===== src/rtl/regfile_dump_engine.sv =====
// rtl/regfile_dump_engine.sv - run/trace/dump controller streaming regfile writes and a final regfile dump
module regfile_dump_engine #(
    parameter int CYCLE_W  = 8,
    parameter int NUM_REGS = 32
) (
    input  logic               clock,
    input  logic               reset,
    input  logic               start,
    input  logic [CYCLE_W-1:0] num_cycles,
    output logic               cpu_run,
    input  logic               rwe,
    input  logic [4:0]         rd,
    input  logic [31:0]        rData,
    output logic               test_mode,
    output logic [4:0]         test_reg,
    input  logic [31:0]        regA,
    output logic               out_valid,
    input  logic               out_ready,
    output logic               out_kind,
    output logic [4:0]         out_index,
    output logic [31:0]        out_data,
    output logic [CYCLE_W-1:0] out_cycle,
    output logic               done
);

    typedef enum logic [2:0] {
        S_IDLE, S_RUN, S_DRAIN, S_DUMP_SEL, S_DUMP_SEND, S_DONE
    } state_t;

    localparam logic [4:0] LAST_IDX = 5'(NUM_REGS - 1);

    state_t             state_q, state_d;
    logic [CYCLE_W-1:0] cycle_cnt_q, cycle_cnt_d;
    logic [CYCLE_W-1:0] num_q, num_d;
    logic [4:0]         idx_q, idx_d;
    logic               done_q, done_d;
    logic               out_valid_q, out_valid_d;
    logic               out_kind_q, out_kind_d;
    logic [4:0]         out_index_q, out_index_d;
    logic [31:0]        out_data_q, out_data_d;
    logic [CYCLE_W-1:0] out_cycle_q, out_cycle_d;
    logic               accept;

    assign accept = out_valid_q && out_ready;

    always_comb begin
        state_d     = state_q;
        cycle_cnt_d = cycle_cnt_q;
        num_d       = num_q;
        idx_d       = idx_q;
        done_d      = done_q;
        out_valid_d = out_valid_q && !out_ready;
        out_kind_d  = out_kind_q;
        out_index_d = out_index_q;
        out_data_d  = out_data_q;
        out_cycle_d = out_cycle_q;
        cpu_run     = 1'b0;
        test_mode   = 1'b0;

        case (state_q)
            S_IDLE, S_DONE: begin
                if (start) begin
                    cycle_cnt_d = '0;
                    num_d       = num_cycles;
                    idx_d       = '0;
                    done_d      = 1'b0;
                    state_d     = (num_cycles == '0) ? S_DUMP_SEL : S_RUN;
                end
            end
            S_RUN: begin
                // The processor only advances when the holding register can take a new record.
                cpu_run = !out_valid_q || out_ready;
                if (cpu_run) begin
                    if (rwe && rd != 5'd0) begin
                        out_valid_d = 1'b1;
                        out_kind_d  = 1'b0;
                        out_index_d = rd;
                        out_data_d  = rData;
                        out_cycle_d = cycle_cnt_q;
                    end
                    cycle_cnt_d = cycle_cnt_q + CYCLE_W'(1);
                    if (cycle_cnt_q == num_q - CYCLE_W'(1)) begin
                        state_d = S_DRAIN;
                    end
                end
            end
            S_DRAIN: begin
                if (!out_valid_q || out_ready) begin
                    idx_d   = '0;
                    state_d = S_DUMP_SEL;
                end
            end
            S_DUMP_SEL: begin
                test_mode   = 1'b1;
                out_valid_d = 1'b1;
                out_kind_d  = 1'b1;
                out_index_d = idx_q;
                out_data_d  = regA;
                out_cycle_d = cycle_cnt_q;
                state_d     = S_DUMP_SEND;
            end
            S_DUMP_SEND: begin
                test_mode = 1'b1;
                if (accept) begin
                    if (idx_q == LAST_IDX) begin
                        done_d  = 1'b1;
                        state_d = S_DONE;
                    end else begin
                        idx_d   = idx_q + 5'd1;
                        state_d = S_DUMP_SEL;
                    end
                end
            end
            default: state_d = S_IDLE;
        endcase
    end

    always_ff @(posedge clock or negedge reset) begin
        if (!reset) begin
            state_q     <= S_IDLE;
            cycle_cnt_q <= '0;
            num_q       <= '0;
            idx_q       <= '0;
            done_q      <= 1'b0;
            out_valid_q <= 1'b0;
            out_kind_q  <= 1'b0;
            out_index_q <= '0;
            out_data_q  <= '0;
            out_cycle_q <= '0;
        end else begin
            state_q     <= state_d;
            cycle_cnt_q <= cycle_cnt_d;
            num_q       <= num_d;
            idx_q       <= idx_d;
            done_q      <= done_d;
            out_valid_q <= out_valid_d;
            out_kind_q  <= out_kind_d;
            out_index_q <= out_index_d;
            out_data_q  <= out_data_d;
            out_cycle_q <= out_cycle_d;
        end
    end

    assign test_reg  = test_mode ? idx_q : 5'd0;
    assign out_valid = out_valid_q;
    assign out_kind  = out_kind_q;
    assign out_index = out_index_q;
    assign out_data  = out_data_q;
    assign out_cycle = out_cycle_q;
    assign done      = done_q;

endmodule


===== config.mk =====
export PLATFORM = sky130hd
export DESIGN_NAME = regfile_dump_engine
export DESIGN_NICKNAME = d
export VERILOG_FILES = /design/src/rtl/regfile_dump_engine.sv
export SDC_FILE = /design/constraint.sdc
export NUM_CORES = 1
export LEC_CHECK = 0
export ABC_AREA = 0
export BUFFER_PORTS_ARGS = -buffer_cell sky130_fd_sc_hd__clkbuf_2
export CAP_MARGIN = 5
export CORE_MARGIN = 5
export CORE_UTILIZATION = 52
export CTS_CLUSTER_DIAMETER = 150
export DETAILED_ROUTE_END_ITERATION = 7
export PLACE_DENSITY = 0.84
export SKIP_LAST_GASP = 1
export SYNTH_ARGS = -nofsm -noshare
export SYNTH_HDL_FRONTEND = slang
export SYNTH_SLANG_ARGS = --single-unit

===== constraint.sdc =====
create_clock -name clock -period 6.25 [get_ports clock]
set_input_delay 0.3125 -clock clock [delete_from_list [all_inputs] [get_ports clock]]
set_output_delay 0.3125 -clock clock [all_outputs]
set_load 0.005 [all_outputs]

**After elaboration in Yosys (flattened, before gate mapping)**

Index checks and enable logic that the tools add are counted.

- Equality and inequality tests: 15
- Add/sub/neg operators: 3
- Multiplexer cells: 38
- Reduce and logical (&&, ||, !) cells: 21

Operators by type and width:

| operator | count |
|---|---|
| 2-to-1 mux 32 bit | 2 |
| case mux 32 bit (2 select lines) | 1 |
| 2-to-1 mux 5 bit | 7 |
| 2-to-1 mux 8 bit | 4 |
| case mux 8 bit (2 select lines) | 2 |
| 2-to-1 mux 3 bit | 6 |
| != test 2 bit (second input constant) | 8 |
| case mux 3 bit (5 select lines) | 1 |
| case mux 5 bit (3 select lines) | 1 |
| case mux 5 bit (2 select lines) | 1 |
| AND reduction 5 bit | 2 |
| 2-to-1 mux 1 bit | 9 |
| adder 8 x 1 -> 8 bit (second input constant) | 1 |
| == test 8 bit | 1 |
| logical NOT 8 bit | 1 |
| subtractor 8 x 1 -> 8 bit (second input constant) | 1 |
| == test 3 x 2 -> 1 bit (second input constant) | 2 |
| == test 3 bit (second input constant) | 2 |
| case mux 1 bit (2 select lines) | 3 |
| AND reduction 3 bit | 2 |
| nonzero test 2 bit | 3 |
| adder 5 x 1 -> 5 bit (second input constant) | 1 |
| == test 5 bit (second input constant) | 1 |
| nonzero test 5 bit | 1 |
| other kinds (10) | 14 |

- Bits in registers: 72
- Output and inout bits: 55
- Word-level logic and storage cells: 87
- Bits of input ports: 82

**Logic depth before layout (Yosys ltp)**

Gate-level depths: netlist of the first run.

- Depth after elaboration: 5
- Depth in mapped cells: 8

**Least setup slack after synthesis of the first run**

No wires, ideal clock.

- Path kind: reg-to-reg
- Start point: register num_q[2]
- End point: register state_q[0]
- Stages on the path, launching flop included: 6
- Period minus slack after synthesis: 2.335 ns
- Buffers on the path: 0
- Setup slack: 3.915 ns
- Required time: 6.126 ns
- Library setup time: 0.124 ns
- Data arrival time: 2.211 ns
- Path through: dfrtp_1 -> or4_4 -> or4_4 -> a2111oi_2 -> o2111ai_1 -> o31a_1

- Cells in the longest elaborated chain, start to end: 4

Ends and longest elaborated chain:

| element | RTL line | text |
|---|---|---|
| start: declaration | 34 | `logic [CYCLE_W-1:0] num_q, num_d;` |
| start signal: assignment | 133 | `num_q <= num_d;` |
| subtractor 8 x 1 -> 8 bit | 82 | `if (cycle_cnt_q == num_q - CYCLE_W'(1)) begin` |
| == test 8 bit | 82 |  |
| != test 2 bit (no line) | - |  |
| AND reduction 5 bit (no line) | - |  |
| end signal: assignment | 131 | `state_q <= state_d;` |
| end: declaration | 32 | `state_t state_q, state_d;` |

Every way passes these cells.
A chain may end at the register's enable or synchronous reset.

**Worst setup path after layout of the first run**

- Start point: register state_q[2]
- End point: output port test_reg[2]

- Cells in the longest elaborated chain, start to end: 4

Ends and longest elaborated chain:

| element | RTL line | text |
|---|---|---|
| == test 3 bit or == test 3 x 2 -> 1 bit (tied branches) | 60 | `case (state_q)` |
| OR reduction 2 bit (no line) (*) | - |  |
| 2-to-1 mux 1 bit (*) | 60 |  |
| 2-to-1 mux 5 bit (*) | 144 | `assign test_reg = test_mode ? idx_q : 5'd0;` |
| end: declaration | 15 | `output logic [4:0] test_reg,` |

Every way passes the cells marked *; elsewhere a longest branch is shown, timed or not.

==> flow_metrics.env, run 1 <==
export IMPL_cts_inserted_buffers=9
export IMPL_antennaDiodeCount=0
export IMPL_grt_max_degree=76
export IMPL_area_growth_pct=27.0
export IMPL_via_count=3186
export IMPL_power_density_mw_per_mm2=461
export IMPL_ys_async_sr_fraction_pct=100
export IMPL_p_sw_share_pct=39.1
export IMPL_tightestPinTransition_ps=1150
export IMPL_start_util_pct=53.6
export IMPL_path_clk_slew_ps=70
export IMPL_required_ps=5940
export IMPL_period_share_pct=48.8
export IMPL_syn_inst=364
export IMPL_synth_flop_cell="dfrtp_1"
export IMPL_cp_max_fo=42
export IMPL_yosysWarnings=0
export IMPL_die_y_um=93.7
export IMPL_status="complete, no violations"
export IMPL_finalCriticalPeriod_ps=3050
export IMPL_critPathKind="reg -> out"
export IMPL_holdWs_ps=188
export IMPL_dr_pass1_iters=4
export IMPL_cts_resized=0
export IMPL_maxCapViolations=0
export IMPL_cp_end_kind="primary output"
export IMPL_ys_types=46
export IMPL_vias_per_cell=5.35
export IMPL_power_mw=2.13
export IMPL_place_congestion=0.851
export IMPL_overflow=0
export IMPL_setup_violations=0
export IMPL_slew_viol_final=0
export IMPL_final_common_cell="clkbuf_2"
export IMPL_drt_wl_total_mm=9.30
export IMPL_hold_viol=0
export IMPL_timing_fmax_ghz=0.328
export IMPL_fp_dieW_um=93.7
export IMPL_first_global_vias=3171
export IMPL_io_buffer_count=136
export IMPL_hold_class="in -> async"
export IMPL_cts_tree="yes"
export IMPL_layout_common_cells="clkbuf_2, dfrtp_1, nor2_1"
export IMPL_grt_first_pass_wirelength_mm=15.2
export IMPL_power_frac_comb_pct=42.5
export IMPL_power_internal_mw=1.30
export IMPL_synth_area_per_cell_um2=10.0
export IMPL_dieArea_mm2=0.00878
export IMPL_dpl_hpwl_mm=6.88
export IMPL_ir_worst_vdd_uv=211
export IMPL_p_leak_nw=2.43
export IMPL_cts_buffer_depth=2
export IMPL_r2r_start="state_q[2]$_DFFE_PN0P_"
export IMPL_coreArea_mm2=0.00679
export IMPL_yosysSeqAreaShare_pct=49.5
export IMPL_synth_edf_count=0
export IMPL_finalNetCount=581
export IMPL_cp_start_kind="flip-flop"
export IMPL_cts_root_buf="clkbuf_8"
export IMPL_ys_seq_elements=72
export IMPL_fillers=566
export IMPL_cts_hold_buffers=0
export IMPL_synth_nets=450
export IMPL_clock_sinks=72
export IMPL_power_sequential_fraction_pct=38.3
export IMPL_max_slew_margin_rel_pct=23.2
export IMPL_rows=30
export IMPL_clk_latency_ps=340
export IMPL_multi_input_area_mm2=0.00174
export IMPL_htreeDepth=3
export IMPL_drt_initial_drc_count=186
export IMPL_drc_errors=0
export IMPL_rsz0062_at_grt="no"
export IMPL_grt_use_total_pct=21.7
export IMPL_postCtsSetupBuffers=0
export IMPL_ant_nets=0
export IMPL_top_level_ports=137
export IMPL_fin_tns_setup_ps=0
export IMPL_r2r_cells=4
export IMPL_clock_power_share_pct=19.2
export IMPL_layout_drive_gt1_share_pct=35.2
export IMPL_syn_cell_area_mm2=0.00364
export IMPL_wl_per_cell_um=15.6
export IMPL_seq_area_mm2=0.00180
export IMPL_rrSetupSlack_ps=3800
export IMPL_crit_arrival_ps=2740
export IMPL_fin_skew_ps=5.88
export IMPL_antenna_found_initial=0
export IMPL_p_switching_uw=834
export IMPL_r2r_end="out_data[13]$_DFFE_PN0P_"
==> power groups by stage <==
stage | clock network, mW | logic (mW) | registers, mW
after floorplan | 0 | 0.609 | 0.782
after CTS | 0.415 | 0.914 | 0.813
after detailed placement | 0 | 0.909 | 0.817
final | 0.409 | 0.907 | 0.816
after global placement | 0 | 0.873 | 0.811
after global routing | 0.440 | 1.00 | 0.843
==> sequential cells by signal, summed over array words and instances, names as in the netlist <==
register     cells
num_q            8
done             1
state_q          3
out_cycle        8
out_valid        1
cycle_cnt_q      8
idx_q            5
out_data        32
out_kind         1
out_index        5
==> final cells by class <==
cell class,count,area share (%)
Tap cell,96,2.60
Clock inverter,5,1.73
Timing Repair Buffer,139,15.2
Sequential cell,72,38.9
Multi-Input combinational cell,262,37.6
Clock buffer,11,3.05
Inverter,11,0.892
==> critical path: stages (launching register included) <==
cell      delay, ps
dfrtp_1         570
nand2b_1        340
or2_2           930
and2_1          360
nor2b_1          70
clkbuf_2        120
==> cells in the mapped netlist, types with 6 or more instances <==
cell type / n / area, um2
o21ai_0: 9 / 45.0
a21oi_1: 45 / 225
nor2_1: 54 / 203
clkbuf_1: 15 / 56.3
nand4_1: 6 / 37.5
dfrtp_1: 72 / 1800
inv_1: 11 / 41.3
mux2_2: 14 / 158
nand2_1: 10 / 37.5
nand3_1: 8 / 40.0
nor3_1: 7 / 35.0
mux2i_1: 37 / 370
xor2_1: 9 / 78.8
==> layer usage <==
layer / wire length (um) / GRT usage (%) / share of wire (%) / vias to the layer above
met4: 289 / 9.27 / 3.1 / 0
met1: 3830 / 27.7 / 41 / 1500
li1: - / - / - / 1541
met3: 591 / 5.13 / 6.4 / 27
met5: 0 / 0 / 0 / -
met2: 4590 / 35.1 / 49 / 118
==> kinds of logic after synthesis <==
logic type | Yosys count | synth area share [%]
compound gates | 79 | 12.9
xor+xnor | 14 | 3.37
fa+ha+maj | 4 | 1.37
buf+inv | 30 | 3.09
flops | 72 | 49.5
mux | 51 | 14.5
simple gates | 114 | 15.3
==> worst max path at each step <==
| stage | from | to | slack (ps) | cells after the start |
|---|---|---|---|---|
| 6_report | state_q[2]$_DFFE_PN0P_ | test_reg[2] | 3200 | 5 |
| 5_1_grt | state_q[2]$_DFFE_PN0P_ | test_reg[2] | 3030 | 5 |
| 4_1_cts | state_q[2]$_DFFE_PN0P_ | test_reg[2] | 3200 | 5 |
| 3_5_place_dp | state_q[2]$_DFFE_PN0P_ | test_reg[2] | 3580 | 5 |
| 3_3_place_gp | state_q[2]$_DFFE_PN0P_ | test_reg[0] | 3670 | 5 |
| 2_1_floorplan | num_q[2]$_DFFE_PN0P_ | state_q[0]$_DFFE_PN0P_ | 3920 | 5 |
==> through the flow <==
stage | area (um2) | instances | util [%] | setup WS [ps]
5_1_grt | 4630 | 596 | 68.1 | 3030
4_1_cts | 4630 | 596 | 68.1 | 3200
6_report | 4630 | 596 | 68.1 | 3200
3_3_place_gp | 4410 | 580 | 64.9 | 3670
3_5_place_dp | 4410 | 580 | 64.9 | 3580
2_1_floorplan | 3640 | 364 | - | 3920
Note: power is estimated with default switching activity, not from simulation.
==> inputs of run 2 (changes only) <==
--- a/config.mk
+++ b/config.mk
@@ -9,10 +9,10 @@
 export BUFFER_PORTS_ARGS = -buffer_cell sky130_fd_sc_hd__clkbuf_2
 export CAP_MARGIN = 5
 export CORE_MARGIN = 5
-export CORE_UTILIZATION = 52
+export CORE_UTILIZATION = 49
 export CTS_CLUSTER_DIAMETER = 150
 export DETAILED_ROUTE_END_ITERATION = 7
-export PLACE_DENSITY = 0.84
+export PLACE_DENSITY = 0.8
 export SKIP_LAST_GASP = 1
 export SYNTH_ARGS = -nofsm -noshare
 export SYNTH_HDL_FRONTEND = slang
==> constraint.sdc (replaced) <==
create_clock -name clock -period 2.91 [get_ports clock]
set_input_delay 0.1455 -clock clock [delete_from_list [all_inputs] [get_ports clock]]
set_output_delay 0.1455 -clock clock [all_outputs]
set_load 0.005 [all_outputs]
==> run 2 against run 1 <==
Against the previous run: first-iteration DRC count shrank 6.5%; largest cell class unchanged; via count is 1.2% higher; critical endpoint is now state_q[0]$_DFFE_PN0P_; wire length is 1.1% higher; clock skew grew 5.7 ps; sequential share of layout area fell by 0.66 points; largest power group unchanged; critical path depth did not move.
==> flow_metrics.env, run 2 (synthesis gave the netlist of run 1 again) <==
export IMPL_finalCoreUtilization_pct=64.9
export IMPL_r2r_end="state_q[0]$_DFFE_PN0P_"
export IMPL_postCtsSetupBuffers=0
export IMPL_r2r_cells=5
export IMPL_overflow=0
export IMPL_status="complete, no violations"
export IMPL_critPathKind="reg -> reg"
export IMPL_finalNetCount=585
export IMPL_cp_start_kind="flip-flop"
export IMPL_power_mw=4.70
export IMPL_rrSetupSlack_ps=450
export IMPL_cts_root_buf="clkbuf_8"
export IMPL_final_common_cell="clkbuf_2"
export IMPL_fin_tns_setup_ps=0
export IMPL_maxCapViolations=0
export IMPL_fin_skew_ps=11.6
export IMPL_design_area_mm2=0.00471
export IMPL_clk_latency_ps=340
export IMPL_first_global_vias=3164
export IMPL_p_leak_nw=2.47
export IMPL_coreArea_mm2=0.00725
export IMPL_cts_inserted_buffers=9
export IMPL_required_ps=3140
export IMPL_antennaDiodeCount=0
export IMPL_cts_hold_buffers=1
export IMPL_hold_class="in -> reg"
export IMPL_cts_tree="yes"
export IMPL_finalCriticalPeriod_ps=2460
export IMPL_timing_fmax_ghz=0.407
export IMPL_clock_sinks=72
export IMPL_dp_cells=586
export IMPL_max_slew_margin_rel_pct=40.7
export IMPL_r2r_start="num_q[2]$_DFFE_PN0P_"
export IMPL_drc_errors=0
export IMPL_slew_viol_final=0
export IMPL_cts_resized=0
export IMPL_fp_dieW_um=96.2
export IMPL_finalWorstSetupSlack_ps=454
export IMPL_via_count=3225
export IMPL_io_buffer_count=136
export IMPL_dpl_hpwl_mm=7.04
export IMPL_layout_common_cells="clkbuf_2, dfrtp_1, nor2_1"
export IMPL_place_congestion=0.869
export IMPL_holdWs_ps=36.9
export IMPL_ant_nets=0
export IMPL_cp_end_kind="flip-flop"
export IMPL_grt_max_degree=57
export IMPL_stdcell_count=603
export IMPL_hold_viol=0
export IMPL_power_density_mw_per_mm2=999
export IMPL_crit_arrival_ps=2690
export IMPL_grt_first_pass_wirelength_mm=14.6
export IMPL_cp_max_fo=5
export IMPL_period_share_pct=84.4
export IMPL_tightestPinTransition_ps=889
export IMPL_setup_violations=0
export IMPL_drt_initial_drc_count=174
export IMPL_crit_end="state_q[0]$_DFFE_PN0P_"
export IMPL_top_level_ports=137
export IMPL_startpoint="num_q[2]$_DFFE_PN0P_"
export IMPL_cts_buffer_depth=2
export IMPL_wl_per_cell_um=15.6
export IMPL_largest_reg_flops=32
export IMPL_layout_drive_gt1_share_pct=35.7
export IMPL_path_clk_slew_ps=80
export IMPL_dieArea_mm2=0.00926
export IMPL_antenna_found_initial=0
export IMPL_ir_worst_vdd_uv=477
export IMPL_dr_pass1_iters=5
export IMPL_die_y_um=96.2
export IMPL_grt_use_total_pct=20.4
export IMPL_vias_per_cell=5.35
export IMPL_htreeDepth=3
export IMPL_start_util_pct=50.2
export IMPL_rows=31
export IMPL_placed_cell_area_mm2=0.00445
export IMPL_preCtsSetupSlack_ps=473
export IMPL_area_growth_pct=29.2
export IMPL_drt_wl_total_mm=9.40
export IMPL_rsz0062_at_grt="no"
[run 2: cell type report]
| type | instances | area, um2 |
|---|---|---|
| multi-input combinational | 262 | 1740 |
| timing repair buffer | 143 | 748 |
| tap | 99 | 124 |
| inverter | 11 | 41.3 |
| clock inverter | 6 | 115 |
| clock buffer | 10 | 138 |
| sequential | 72 | 1800 |
| fill | 604 | 2540 |
[run 2: power by group]
group,switching (mW),leakage [nW],total [mW],internal (mW)
registers,0.357,0.865,1.75,1.40
logic,1.06,1.49,1.96,0.901
clock network,0.390,0.123,0.988,0.597
[run 2: worst max-delay path: stages (launching register included)]
cell and delay (ps):
dfrtp_1 430, or4_4 590, or4_4 500, a2111oi_2 360, o2111ai_1 170, o31a_1 300
[run 2: routing by layer]
| layer | vias up | global-route usage (%) | part of all wire [%] |
|---|---|---|---|
| met1 | 1526 | 26.1 | 41 |
| met5 | - | 0 | 0 |
| met3 | 27 | 4.14 | 4.8 |
| met2 | 118 | 33.2 | 51 |
| li1 | 1554 | - | - |
| met4 | 0 | 9.48 | 2.5 |
[run 2: how the worst min path moves through the flow]
stage,start,end,cells past startpoint
6_report,num_cycles[1],num_q[1]$_DFFE_PN0P_,3
5_1_grt,num_cycles[6],num_q[6]$_DFFE_PN0P_,2
4_1_cts,num_cycles[1],num_q[1]$_DFFE_PN0P_,3
3_5_place_dp,reset,num_q[0]$_DFFE_PN0P_,1
3_3_place_gp,reset,num_q[1]$_DFFE_PN0P_,1
2_1_floorplan,reset,cycle_cnt_q[0]$_DFFE_PN0P_,0
==> inputs of run 3 (changes only) <==
==> constraint.sdc (replaced) <==
create_clock -name clock -period 2.33 [get_ports clock]
set_input_delay 0.1165 -clock clock [delete_from_list [all_inputs] [get_ports clock]]
set_output_delay 0.1165 -clock clock [all_outputs]
set_load 0.005 [all_outputs]
==> run 3 against run 2 <==
Against the previous run: clock power down 5.0%; combinational power up 35%; die area unchanged; clock-buffer cell count down 1; first-iteration DRC count down 39%; sequential cell count unchanged; register-to-register slack worse by 420 ps; fmax up 7.1%; utilization up 0.71 points; critical path type unchanged; highest routed layer unchanged.
==> flow_metrics.env, run 3 (synthesis gave the netlist of run 1 again) <==
export IMPL_status="complete, no violations"
export IMPL_crit_top_cell="or4_4"
export IMPL_antennaDiodeCount=0
export IMPL_critPathSlowestCell="or4_4"
export IMPL_start_util_pct=50.2
export IMPL_layout_common_cells="clkbuf_2, dfrtp_1, nor2_1"
export IMPL_layout_drive_gt1_share_pct=36.6
export IMPL_crit_arrival_ps=2520
export IMPL_r2r_start="num_q[5]$_DFFE_PN0P_"
export IMPL_maxCapViolations=0
export IMPL_cp_end_kind="flip-flop"
export IMPL_grt_use_total_pct=19.9
export IMPL_via_count=3228
export IMPL_p_leak_nw=2.50
export IMPL_placed_cell_area_mm2=0.00455
export IMPL_met2_usage_pct=32.3
export IMPL_path_cells="or4_4 -> or4_4 -> a2111oi_4 -> o2111ai_2 -> o31a_1"
export IMPL_tightestPinTransition_ps=632
export IMPL_htreeDepth=3
export IMPL_overflow=0
export IMPL_coreArea_mm2=0.00725
export IMPL_final_common_cell="clkbuf_2"
export IMPL_wl_per_cell_um=15.0
export IMPL_ir_worst_vdd_uv=636
export IMPL_p_switching_mw=2.24
export IMPL_crit_end="state_q[0]$_DFFE_PN0P_"
export IMPL_slew_viol_final=0
export IMPL_cts_inserted_buffers=9
export IMPL_grt_busiest_layer="met2"
export IMPL_power_frac_comb_pct=46.1
export IMPL_cp_start_kind="flip-flop"
export IMPL_area_growth_pct=30.6
export IMPL_path_buf_inv=0
export IMPL_rsz0062_at_grt="yes"
export IMPL_fillers=611
export IMPL_io_buffer_count=136
export IMPL_ant_nets=0
export IMPL_cts_tree="yes"
export IMPL_clock_sinks=72
export IMPL_max_slew_margin_rel_pct=57.7
export IMPL_grt_max_degree=48
export IMPL_place_congestion=0.821
export IMPL_hold_class="in -> reg"
export IMPL_timing_fmax_ghz=0.436
export IMPL_setup_violations=0
export IMPL_dr_pass1_iters=5
export IMPL_fp_dieW_um=96.2
export IMPL_vias_per_cell=5.29
export IMPL_first_global_vias=3187
export IMPL_power_mw=5.74
export IMPL_cp_slowest_stage_delay_ps=560
export IMPL_clock_power_share_pct=16.4
export IMPL_use_met1_pct=25.5
export IMPL_dieArea_mm2=0.00926
export IMPL_cp_top_family="simple AND/OR/NAND/NOR gates"
export IMPL_grt_first_pass_wirelength_mm=14.4
export IMPL_grt_use_met3_pct=4.53
export IMPL_r2r_cells=5
export IMPL_drc_errors=0
export IMPL_power_density_mw_per_mm2=1200
export IMPL_p_sw_share_pct=39.1
export IMPL_dpl_hpwl_mm=7.10
export IMPL_required_ps=2560
export IMPL_die_y_um=96.2
export IMPL_finalCriticalPeriod_ps=2290
export IMPL_power_sequential_fraction_pct=37.5
export IMPL_rows=31
export IMPL_fin_skew_ps=8.20
export IMPL_finalNetCount=593
export IMPL_cts_buffer_depth=2
export IMPL_r2r_end="state_q[0]$_DFFE_PN0P_"
export IMPL_largest_reg_flops=32
export IMPL_path_clk_slew_ps=70
export IMPL_top_level_ports=137
export IMPL_cp_max_fo=2
export IMPL_design_area_mm2=0.00476
export IMPL_critPathKind="reg -> reg"
export IMPL_power_internal_mw=3.49
export IMPL_startpoint="num_q[5]$_DFFE_PN0P_"
export IMPL_antenna_found_initial=0
export IMPL_rrSetupSlack_ps=40
export IMPL_clk_latency_ps=340
export IMPL_drt_initial_drc_count=106
export IMPL_hold_viol=0
export IMPL_cts_root_buf="clkbuf_8"
export IMPL_drt_wl_total_mm=9.14
export IMPL_period_share_pct=98.4
export IMPL_cp_depth=5
-- run 3: changes by cell type in the layout (fill, tap and decap cells not counted), moves of 2 or more --
cell	before	now
buf_4	5	9
buf_12	1	4
clkinv_2	0	3
bufinv_16	3	1
-- run 3: timing repair --
item | 4_1_cts | 5_1_grt
hold buffers | 2 | 0
setup endpoints to repair | 1 | 6
setup buffers | 0 | 0
pin swaps | 1 | 0
resized for setup | 1 | 0
hold endpoints to repair | 26 | 0
-- run 3: how the worst min path moves through the flow --
stage	slack, ps	endpoint	cells past startpoint	from
after global routing	20	num_q[6]$_DFFE_PN0P_	2	num_cycles[6]
after CTS	3	num_q[0]$_DFFE_PN0P_	3	num_cycles[0]
after detailed placement	180	num_q[7]$_DFFE_PN0P_	1	reset
after global placement	160	num_q[7]$_DFFE_PN0P_	1	reset
after floorplan	-180	cycle_cnt_q[0]$_DFFE_PN0P_	0	reset
final	20	num_q[0]$_DFFE_PN0P_	3	num_cycles[0]
-- run 3: power by group through the flow --
stage / sequential [mW] / combinational, mW / clock, mW
3_5_place_dp: 2.17 / 2.65 / 0
4_1_cts: 2.16 / 2.68 / 0.965
2_1_floorplan: 2.10 / 1.65 / 0
6_report: 2.15 / 2.64 / 0.939
5_1_grt: 2.24 / 2.95 / 1.02
3_3_place_gp: 2.15 / 2.57 / 0
-- run 3: worst min-delay path, cell delays in order --
cell,delay [ps]
clkbuf_2,90
nand2_1,40
o21ai_0,60
-- run 3: final cells by class --
cell class                      count  area [um2]  area share [%]
Timing Repair Buffer              151         848            17.8
Clock buffer                        9         124            2.60
Sequential cell                    72        1800            37.9
Tap cell                           99         124            2.60
Inverter                           11        41.3           0.868
Clock inverter                      6        61.3            1.29
Multi-Input combinational cell    262        1760            37.0
-- run 3: through the flow --
stage          hold WS, ps  std cells  util, %  setup TNS, ps  worst slack, ps
6_report              16.0        610     65.6              0             36.7
5_1_grt               16.1        610     65.6           -167            -46.1
4_1_cts               3.01        610     65.6              0             21.0
3_5_place_dp           178        593     62.7          -12.1            -12.1
3_3_place_gp           165        593     62.7              0             31.4
2_1_floorplan         -179        364        -              0             40.6
-- run 3: layer usage --
layer	vias to the layer above	routed length, um
met2	99	4720
met1	1540	3770
met3	13	502
met5	-	0
li1	1576	-
met4	0	153
